===== src/rtl/game_timer.sv =====
`default_nettype none
// ============================================================================
//  Module   : game_timer
//  Purpose  : Countdown game clock. A prescaler divides clk down to one game
//             second; the remaining time is kept both in binary and as two
//             BCD digits that are updated incrementally (no divider).
//             Supports start/pause/resume, restart, bonus time with
//             saturation at 99, and a one-cycle time_up pulse on expiry.
//  Ports    : clk, rst            - clock, synchronous active-high reset
//             start, pause        - start/resume pulse, pause-toggle pulse
//             restart, bonus      - reload-to-idle pulse, add-time pulse
//             game_duration[6:0]  - remaining seconds (binary, 0..99)
//             digit_10s/digit_1s  - BCD tens/units of game_duration
//             running, expired    - state flags
//             time_up             - one-cycle pulse after expiry edge
//  Revision : 1.0  - initial release
// ============================================================================
module game_timer #(
    parameter int TICKS_PER_SECOND = 25000000,
    parameter int START_SECONDS    = 99,
    parameter int BONUS_SECONDS    = 10
) (
    input  logic       clk,
    input  logic       rst,
    input  logic       start,
    input  logic       pause,
    input  logic       restart,
    input  logic       bonus,
    output logic [6:0] game_duration,
    output logic [3:0] digit_10s,
    output logic [3:0] digit_1s,
    output logic       running,
    output logic       time_up,
    output logic       expired
);

    localparam int               c_PRESC_W  = (TICKS_PER_SECOND > 2) ? $clog2(TICKS_PER_SECOND) : 1;
    localparam logic [c_PRESC_W-1:0] c_PRESC_MAX = c_PRESC_W'(TICKS_PER_SECOND - 1);
    localparam logic [6:0]       c_START_VAL = 7'(START_SECONDS);
    localparam logic [3:0]       c_START_10  = 4'(START_SECONDS / 10);
    localparam logic [3:0]       c_START_1   = 4'(START_SECONDS % 10);
    localparam logic [3:0]       c_BONUS_10  = 4'(BONUS_SECONDS / 10);
    localparam logic [3:0]       c_BONUS_1   = 4'(BONUS_SECONDS % 10);

    typedef enum logic [1:0] {
        ST_IDLE    = 2'd0,
        ST_RUNNING = 2'd1,
        ST_PAUSED  = 2'd2,
        ST_EXPIRED = 2'd3
    } state_t;

    state_t                 r_state;
    logic [c_PRESC_W-1:0]   r_presc;

    // Bonus-adjusted value (binary and BCD)
    logic [7:0] w_bin_sum;
    logic [4:0] w_u_sum;
    logic       w_u_carry;
    logic [3:0] w_u_adj;
    logic [3:0] w_t_sum;
    logic [6:0] w_bon_val;
    logic [3:0] w_bon_10;
    logic [3:0] w_bon_1;

    // Value the decrement starts from, and the decremented result
    logic [6:0] w_base_val;
    logic [3:0] w_base_10;
    logic [3:0] w_base_1;
    logic [6:0] w_dec_val;
    logic [3:0] w_dec_10;
    logic [3:0] w_dec_1;

    logic       w_wrap;

    always_comb begin
        w_wrap    = (r_presc == c_PRESC_MAX);

        // BCD add of the bonus constant alongside the binary add. The tens
        // sum may overflow its 4 bits, but only when the binary sum exceeds
        // 99, in which case the saturated digits are used instead.
        w_bin_sum = {1'b0, game_duration} + 8'(BONUS_SECONDS);
        w_u_sum   = {1'b0, digit_1s} + {1'b0, c_BONUS_1};
        w_u_carry = (w_u_sum > 5'd9);
        w_u_adj   = w_u_carry ? 4'(w_u_sum - 5'd10) : w_u_sum[3:0];
        w_t_sum   = digit_10s + c_BONUS_10 + {3'b000, w_u_carry};

        if (w_bin_sum > 8'd99) begin
            w_bon_val = 7'd99;
            w_bon_10  = 4'd9;
            w_bon_1   = 4'd9;
        end else begin
            w_bon_val = w_bin_sum[6:0];
            w_bon_10  = w_t_sum;
            w_bon_1   = w_u_adj;
        end

        // Bonus is applied before a coincident decrement.
        if (bonus) begin
            w_base_val = w_bon_val;
            w_base_10  = w_bon_10;
            w_base_1   = w_bon_1;
        end else begin
            w_base_val = game_duration;
            w_base_10  = digit_10s;
            w_base_1   = digit_1s;
        end

        // BCD decrement: units borrow 0 -> 9 from the tens digit. The base
        // is always >= 1 while running, so tens never underflows.
        w_dec_val = w_base_val - 7'd1;
        if (w_base_1 == 4'd0) begin
            w_dec_1  = 4'd9;
            w_dec_10 = w_base_10 - 4'd1;
        end else begin
            w_dec_1  = w_base_1 - 4'd1;
            w_dec_10 = w_base_10;
        end
    end

    always_ff @(posedge clk) begin
        if (rst || restart) begin
            r_state       <= ST_IDLE;
            r_presc       <= '0;
            game_duration <= c_START_VAL;
            digit_10s     <= c_START_10;
            digit_1s      <= c_START_1;
            running       <= 1'b0;
            time_up       <= 1'b0;
            expired       <= 1'b0;
        end else begin
            time_up <= 1'b0;
            case (r_state)
                ST_IDLE: begin
                    if (start) begin
                        r_state <= ST_RUNNING;
                        running <= 1'b1;
                    end
                end

                ST_RUNNING: begin
                    if (pause) begin
                        // Pause wins over a wrap: prescaler frozen as-is.
                        r_state <= ST_PAUSED;
                        running <= 1'b0;
                        if (bonus) begin
                            game_duration <= w_bon_val;
                            digit_10s     <= w_bon_10;
                            digit_1s      <= w_bon_1;
                        end
                    end else if (w_wrap) begin
                        r_presc       <= '0;
                        game_duration <= w_dec_val;
                        digit_10s     <= w_dec_10;
                        digit_1s      <= w_dec_1;
                        if (w_dec_val == 7'd0) begin
                            r_state <= ST_EXPIRED;
                            running <= 1'b0;
                            expired <= 1'b1;
                            time_up <= 1'b1;
                        end
                    end else begin
                        r_presc <= r_presc + c_PRESC_W'(1);
                        if (bonus) begin
                            game_duration <= w_bon_val;
                            digit_10s     <= w_bon_10;
                            digit_1s      <= w_bon_1;
                        end
                    end
                end

                ST_PAUSED: begin
                    if (bonus) begin
                        game_duration <= w_bon_val;
                        digit_10s     <= w_bon_10;
                        digit_1s      <= w_bon_1;
                    end
                    if (pause || start) begin
                        r_state <= ST_RUNNING;
                        running <= 1'b1;
                    end
                end

                ST_EXPIRED: begin
                    // Hold at zero until restart or rst.
                end

                default: begin
                    r_state <= ST_IDLE;
                    running <= 1'b0;
                    expired <= 1'b0;
                end
            endcase
        end
    end

endmodule
`default_nettype wire


===== config.mk =====
export PLATFORM = sky130hd
export DESIGN_NAME = game_timer
export DESIGN_NICKNAME = d
export VERILOG_FILES = /design/src/rtl/game_timer.sv
export SDC_FILE = /design/constraint.sdc
export NUM_CORES = 1
export LEC_CHECK = 0
export CAP_MARGIN = 25
export CORE_MARGIN = 3
export CORE_UTILIZATION = 55
export CTS_CLUSTER_DIAMETER = 30
export DETAILED_ROUTE_END_ITERATION = 10
export PLACE_DENSITY_LB_ADDON = 0.08
export REMOVE_ABC_BUFFERS = 1
export SYNTH_ARGS = -nofsm -noshare
export SYNTH_HDL_FRONTEND = slang
export SYNTH_SLANG_ARGS = --single-unit
export TNS_END_PERCENT = 30

===== constraint.sdc =====
create_clock -name clk -period 4.2 [get_ports clk]
set_clock_uncertainty 0.1 [all_clocks]
set_input_delay 0.42 -clock clk [delete_from_list [all_inputs] [get_ports clk]]
set_output_delay 0.42 -clock clk [all_outputs]
set_load 0.02 [all_outputs]

==> results of run 1 <==
==> path summary, 6_finish.rpt <==
path                                 start                    to  cells after the start
max          game_duration[1]$_SDFFE_PP1P_  expired$_SDFFE_PP0P_                     14
max reg2reg  game_duration[1]$_SDFFE_PP1P_  expired$_SDFFE_PP0P_                     14
min reg2reg           expired$_SDFFE_PP0P_  expired$_SDFFE_PP0P_                      2
min                   expired$_SDFFE_PP0P_  expired$_SDFFE_PP0P_                      2
==> cells by family (layout without fill, tap and decap cells) <==
kind of cell | Yosys count | in the layout | synth area share, %
adders and majority gates | 11 | 11 | 4.36
muxes | 6 | 6 | 1.90
AOI/OAI and AO/OA | 89 | 89 | 19.3
and+or+nand+nor | 181 | 181 | 31.8
xor gates and xnor gates | 26 | 26 | 7.22
DFF | 45 | 45 | 28.6
buffers and inverters | 44 | 58 | 6.90
==> power breakdown <==
group          switching [W]  total (W)  internal (W)
sequential        0.00000693   0.000437      0.000430
combinational      0.0000523  0.0000842     0.0000319
clock               0.000144   0.000261      0.000117
==> worst register-to-register path, stage by stage (launching register included) <==
cell	delay (ns)
dfxtp_1	0.34
ha_1	0.37
and4bb_1	0.28
a22oi_1	0.26
and3_4	0.33
o21a_1	0.26
nor2_1	0.09
ha_1	0.27
xnor2_1	0.15
a21oi_1	0.09
nor2b_1	0.19
nand4_1	0.11
or4_4	0.51
or2_4	0.26
o31ai_2	0.20
==> sequential cells by signal (all words and copies together) (netlist names) <==
signal         flops
r_presc           25
game_duration      7
digit_10s          4
digit_1s           4
r_state            2
expired            1
running            1
time_up            1
==> routing by layer <==
layer / up-vias / wire length [um] / global-route usage, % / part of all wire (%)
li1: 1476 / - / - / -
met1: 1349 / 3710 / 34.1 / 51
met3: 6 / 395 / 3.84 / 5.5
met2: 108 / 3080 / 35.2 / 43
met4: 0 / 59 / 5.32 / 0.81
met5: - / 0 / 0 / 0
==> cell type report <==
class	count	area, um2
inverter	19	71.3
sequential	45	901
multi-input combinational	313	2040
timing repair buffer	31	288
clock inverter	2	15.0
clock buffer	6	72.6
tap	70	87.6
fill	498	1860
==> Yosys cell counts (2+ instances only) <==
master,n,area (um2)
nor2_1,48,180
dfxtp_1,45,901
nand2_1,33,124
a21oi_1,22,110
xor2_1,20,175
inv_1,18,67.6
nand3_1,17,85.1
o21ai_0,17,85.1
nor3_1,13,65.1
or3_1,12,75.1
clkbuf_1,11,41.3
ha_1,11,138
nand4_1,9,56.3
a31oi_1,7,43.8
and3_1,7,43.8
nor2b_1,7,43.8
buf_2,6,30.0
mux2i_1,6,60.1
xnor2_1,6,52.6
buf_6,5,56.3
nor4_1,5,31.3
a21o_1,4,30.0
a22oi_1,4,30.0
o211ai_1,4,30.0
o21a_1,4,30.0
a311o_1,3,30.0
nand4b_1,3,26.3
o31ai_1,3,22.5
a211oi_1,2,15.0
a31o_2,2,17.5
a41oi_1,2,17.5
buf_4,2,15.0
nand2b_1,2,12.5
nand3b_1,2,15.0
nor3_2,2,20.0
nor4bb_1,2,20.0
o22ai_1,2,12.5
o31a_1,2,17.5
o31ai_2,2,25.0
or2_2,2,12.5
or3_2,2,15.0
or4b_2,2,20.0
==> through the flow <==
step | power (W) | utilization (%)
2_1_floorplan | 0.000497 | -
3_3_place_gp | 0.000529 | 63.3
3_5_place_dp | 0.000529 | 63.3
4_1_cts | 0.000792 | 65.0
5_1_grt | 0.000814 | 65.1
6_report | 0.000782 | 65.1
==> impl_summary.md, run 1 <==
Worst setup path
The dominant delay contributor by cell family on the critical path is simple AND/OR/NAND/NOR gates. The register-to-register path setup slack is 0.32 ns. The endpoint arrival time on the critical path is 4.00 ns.

The largest single stage delay on the critical path is roughly 0.5 ns. The critical path start-end classification is reg2reg. The most frequent cell on the critical path is ha_1.

STA classifies the critical path endpoint as a flop. The signal on the critical path passes through ha_1 > and4bb_1 > a22oi_1 > and3_4 > o21a_1 > nor2_1 > ha_1 > xnor2_1 > a21oi_1 > nor2b_1 > nand4_1 > or4_4 > or2_4 > o31ai_2. STA puts the critical path data required time at 4.32 ns. The critical path launch point type is a flop.

The combined buffer and inverter count along the critical path is 0. Along the worst path, the maximum fanout reaches 11. On the critical path, the stage with the largest delay is an instance of or4_4.

Logic synthesis
The most used flip-flop cell after synthesis is dfxtp_1. For this run, the number of Yosys warnings is 0. The average footprint of a synthesized cell is 7.85 um2. The mapped netlist covers about 3200 um2. The sequential area share after synthesis is 28.6%. The synthesized flop and latch total is 45.

The number of enable flip-flop cells after synthesis is 0. The count of cell types in the netlist is 66. The proportion of synthesized flip-flops having asynchronous set or reset is 0%. After technology mapping, the gate count stands at 402.

Timing
The total of endpoints with negative setup slack in the final report is 0. The number of max-slew violations in the final report is 0. Headroom to the max-slew limit came out at 60.2%. The smallest setup slack after layout is approximately 0.32 ns.

The minimum clock period after layout is 3.88 ns. The slew at the pin closest to its max-slew limit is between 0.5 and 0.6 ns. On the final layout, the worst hold slack is ~0.4 ns. The final hold violation count was 0.

The achievable frequency is approximately 260 MHz. Setup repair after global routing left no endpoint under its margin. For the final routed database, the setup TNS stands at 0 ns. The share of the clock period used by the worst path after layout is 92.5%.

Floorplanning
In this run the vertical extent of the chip is 81.7 um. The full die area is around 6700 um2. The floorplan core area is 5340 um2. Pin placement for this block handled 24 I/O pins. The initial standard-cell utilization of the core is 59.1%. The site row count is 26. The die is 81.7 um wide.

Routing
For this block, the routed nets add up to 7250 um of wire. The initial DRC count is 267. The detail route stage leaves a number of antenna-violating nets equal to 0. The first TritonRoute pass finished after 5 iterations. The routed layout has between 2000 and 3000 vias. The average wire length per cell after detail routing is 14.9 um. The DRC violations left is 0.

The average vias per placed instance is 6.05.

Placed design
At the end of routability-driven placement, the weighted congestion stood at around 0.93. Prior to clock tree synthesis, the placed netlist has a worst setup slack of around 0.42 ns. The cell count after placement is 477. Detailed placement finished with a half-perimeter wire length of ~5300 um. The total of buffers placed on input and output ports is 23. The placed instances occupy a cell area of 3380 um2.

Clock tree
The number of H-tree levels is 2. The largest buffer count on any clock path is 2. The count of cells resized by post-cts repair is 0.

TritonCTS built the clock tree. In this run the post-CTS setup repair buffer count came out at 0. Counting the buffers created by CTS gives 5. Buffers inserted to repair hold after CTS numbered 0. Clock latency on the worst-skew pair, taken at its later pin, is approximately 0.29 ns. The clock-pin transition on the worst setup and hold timing paths is roughly 0.08 ns. The tree is rooted in a clkbuf_8. The number of clock sinks is 45.

Pwr
The static leakage is around 1.2 nW. Power spread over the standard cell area amounts to ~230 nW/um2. Across the VDD grid, the largest voltage drop is 0.239 mV.

Final layout
In the layout the commonest cells are nor2_1, dfxtp_1, nand2_1, clkdlybuf4s50_1, a21oi_1. The net count of the finished layout is 432. Of the cells placed in the final design, the portion with a size suffix greater than 1 is 9.38%.

Leaving out fill and tap cells, the most frequent cell in the layout is nor2_1. Once layout is done, the placed cells without fillers occupy 3470 um2. The final antenna diode count is 0.

For this run, the number of standard cells in the final layout without fillers is 486. The area growth from synthesis to layout is 10.0%.

Global route
The first global-routing pass estimated 12300 um of wire. Entering global routing, the biggest net connects 26 pins. The aggregate global routing overflow is 0. The number of global-route vias before repair is around 2600. The number of antenna violations at the first check in global routing is 0. Global routing used 23.1% of the available tracks across all layers.

Hold path
The tightest min-delay check is of the reg2reg type.

Status
The run finished with clean final reports.

Job
The tool flagged a number of max-cap violations equal to 0.
Note: power is estimated with default switching activity, not from simulation.
==> run 2, diff against run 1 <==
- DONT_BUFFER_PORTS: unset -> 1
- GPL_TIMING_DRIVEN: unset -> 0
==> impl_summary.md, run 2 (synthesized netlist as in run 1, its figures left out) <==
Pwr
The worst supply voltage drop on vdd came to 0.172 mV (-28%). The static leakage is 1.11 nW (-7.4%). The power density over the cells came to 250 nW/um2 (+11%).

Clock tree
The number of clock sinks came to 45 (unchanged). The root buffer cell is clkbuf_8. The clock insertion delay at the later pin of the skew report came to 0.31 ns (+0.02 ns).

The number of buffers inserted during clock tree synthesis was 5 (unchanged). TritonCTS built the clock tree. The largest buffer count on any clock path is 2 (unchanged). The number of H-tree levels is 2 (unchanged). The number of hold-repair buffers added at the cts stage is 0 (unchanged). The clock-pin transition on the worst setup and hold timing paths is 0.09 ns (about the same). The number of setup buffers added after CTS is 0 (unchanged).

Timing
The share of the clock period used by the worst path after layout is 93.0% (+0.55 points). The slew at the pin closest to its max-slew limit is 0.620 ns (+0.0247 ns). The achievable frequency was 256 MHz (-0.59%). The worst slew slack as a fraction of its limit came to 58.5% (-1.7 points).

Setup repair after global routing left no endpoint under its margin. The final hold violation count is 0 (unchanged). The worst hold slack is 0.239 ns (-0.156 ns). The minimum clock period after layout is 3.91 ns (+0.0230 ns).

The total of endpoints with negative setup slack in the final report is 0 (unchanged). The number of max-slew violations in the final report is 0 (unchanged).

Worst setup path
The data required time of the critical path came to 4.33 ns (about the same). The origin of the worst setup path is game_duration[2]$_SDFFE_PP0P_. The count of cells along the worst register-to-register path was 14 (unchanged). The endpoint arrival time on the critical path is 4.03 ns (+0.03 ns).

The highest fanout seen on the critical path is 13 (+2). The type of destination of the critical path is a flop. The launching point of the worst reg2reg path is game_duration[2]$_SDFFE_PP0P_. The critical path launch point type is a flop.

The critical path start-end classification is reg2reg.

Floorplanning
The floorplan core area is 5340 um2 (unchanged). The initial standard-cell utilization of the core is 59.1% (unchanged). The number of ports placed on the die boundary came to 24 (unchanged). The floorplan die height is 81.7 um (unchanged).

The full die area came to 6680 um2 (unchanged). The die boundary width was 81.7 um (unchanged). The site row count is 26 (unchanged).

Status
The flow ran to the end, and the final reports show no timing, DRC or antenna violations.

Hold path
The cell depth of the worst hold path is 2 (unchanged). The startpoint identified for the worst hold timing path is pause. In this run the worst hold path is classified as in2reg.

Job
The number of max-capacitance violations reported is 0 (unchanged).

Final layout
The share of the core filled with cells came to 61.1% (-4.0 points). In the final layout, the registers with the most flip-flops are r_presc: 25 flops, game_duration: 7 flops. The flip-flop count of the largest register after layout is 25 (unchanged). The fraction of layout instances using a drive strength above 1 is 10.6% (+1.2 points).

The layout overhead on the synthesized area is 3.29%. In the layout the commonest cells are nor2_1, dfxtp_1, nand2_1, a21oi_1, xor2_1. Leaving out fill and tap cells, the most frequent cell in the layout is nor2_1. The number of nets in the final layout came to 404 (-6.5%). The register containing the most flip-flops in the final layout is r_presc. The final antenna diode count came to 0 (unchanged).

Global route
The first-pass GRT wire length is 12100 um (-1.9%). The aggregate global routing overflow came to 0 (unchanged). The pin count of the biggest net entering global routing is 28 (+7.7%). The number of antenna violations at the first check in global routing was 0 (unchanged). The total routing resource utilization after global routing is 22.8% (-0.39 points). The number of global-route vias before repair is 2538 (-1.3%).

Placed design
The final weighted congestion of routability-driven global placement is 0.846 (-9.4%). The total of buffers placed on input and output ports is 0 (-100%). The placed wire-length estimate is 5130 um (-3.0%).

Routing
The final wirelength is 7170 um (-1.1%). The detailed-router iteration count before antenna repair is 5 (unchanged). The average wire length per cell after detail routing is 15.6 um (+4.9%).

The average vias per placed instance came to 6.26 (+3.4%). The DRC violations left is 0 (unchanged). The count of vias placed by the detailed router is 2865 (-2.5%). The initial DRC count is 177 (-34%). The number of antenna-violating nets in the routed design is 0 (unchanged).
[run 2: power breakdown]
part	total (W)	internal [W]	leakage, nW	switching [W]
Clock	0.000309	0.000152	0.0549	0.000157
Sequential	0.000440	0.000429	0.365	0.0000107
Combinational	0.0000670	0.0000242	0.695	0.0000429
[run 2: per-layer routing]
layer  vias to the layer above  part of all wire (%)  global-route usage (%)
li1                       1421                     -                       -
met2                        91                    43                    33.6
met5                         -                     0                       0
met4                         0                   1.1                    5.15
met1                      1344                    49                    34.1
met3                         9                   6.6                    4.06
[run 2: through the flow]
step	instance area [um2]	std cells	setup slack, ns	setup TNS [ns]	total power, W
5_1_grt	3260	458	0.00215	0	0.000847
3_3_place_gp	3100	447	-0.204	-0.518	0.000512
6_report	3260	458	0.292	0	0.000816
2_1_floorplan	3010	377	0.348	0	0.000497
3_5_place_dp	3130	449	-0.257	-0.828	0.000517
4_1_cts	3240	457	0.0696	0	0.000820
[run 2: timing repair]
item | 4_1_cts | 5_1_grt
resized for setup | 3 | 5
setup endpoints to repair | 5 | 4
gates cloned | 0 | 0
[run 2: layout make-up]
type	instances	area [um2]
clock buffer	7	96.3
fill	478	2080
inverter	19	71.3
multi-input combinational	313	2050
clock inverter	1	8.76
sequential	45	911
tap	70	87.6
timing repair buffer	3	31.3
[run 2: critical path: stages (launching register included)]
cell and delay [ns]:
dfxtp_4 0.50, ha_4 0.25, and4bb_1 0.24, a22oi_1 0.27, and3_4 0.34, o21a_1 0.25
nor2_1 0.09, ha_1 0.29, xnor2_1 0.15, a21oi_1 0.09, nor2b_1 0.16, nand4_1 0.11
or4_4 0.52, or2_4 0.26, o31ai_2 0.21
[run 2: worst paths after layout]
kind	slack [ns]	end
worst min-delay path	0.24	r_state[1]$_SDFFE_PP0P_
worst min register to register	0.42	r_presc[4]$_SDFFE_PP0P_
worst max register to register	0.29	expired$_SDFFE_PP0P_
worst max-delay path	0.29	expired$_SDFFE_PP0P_
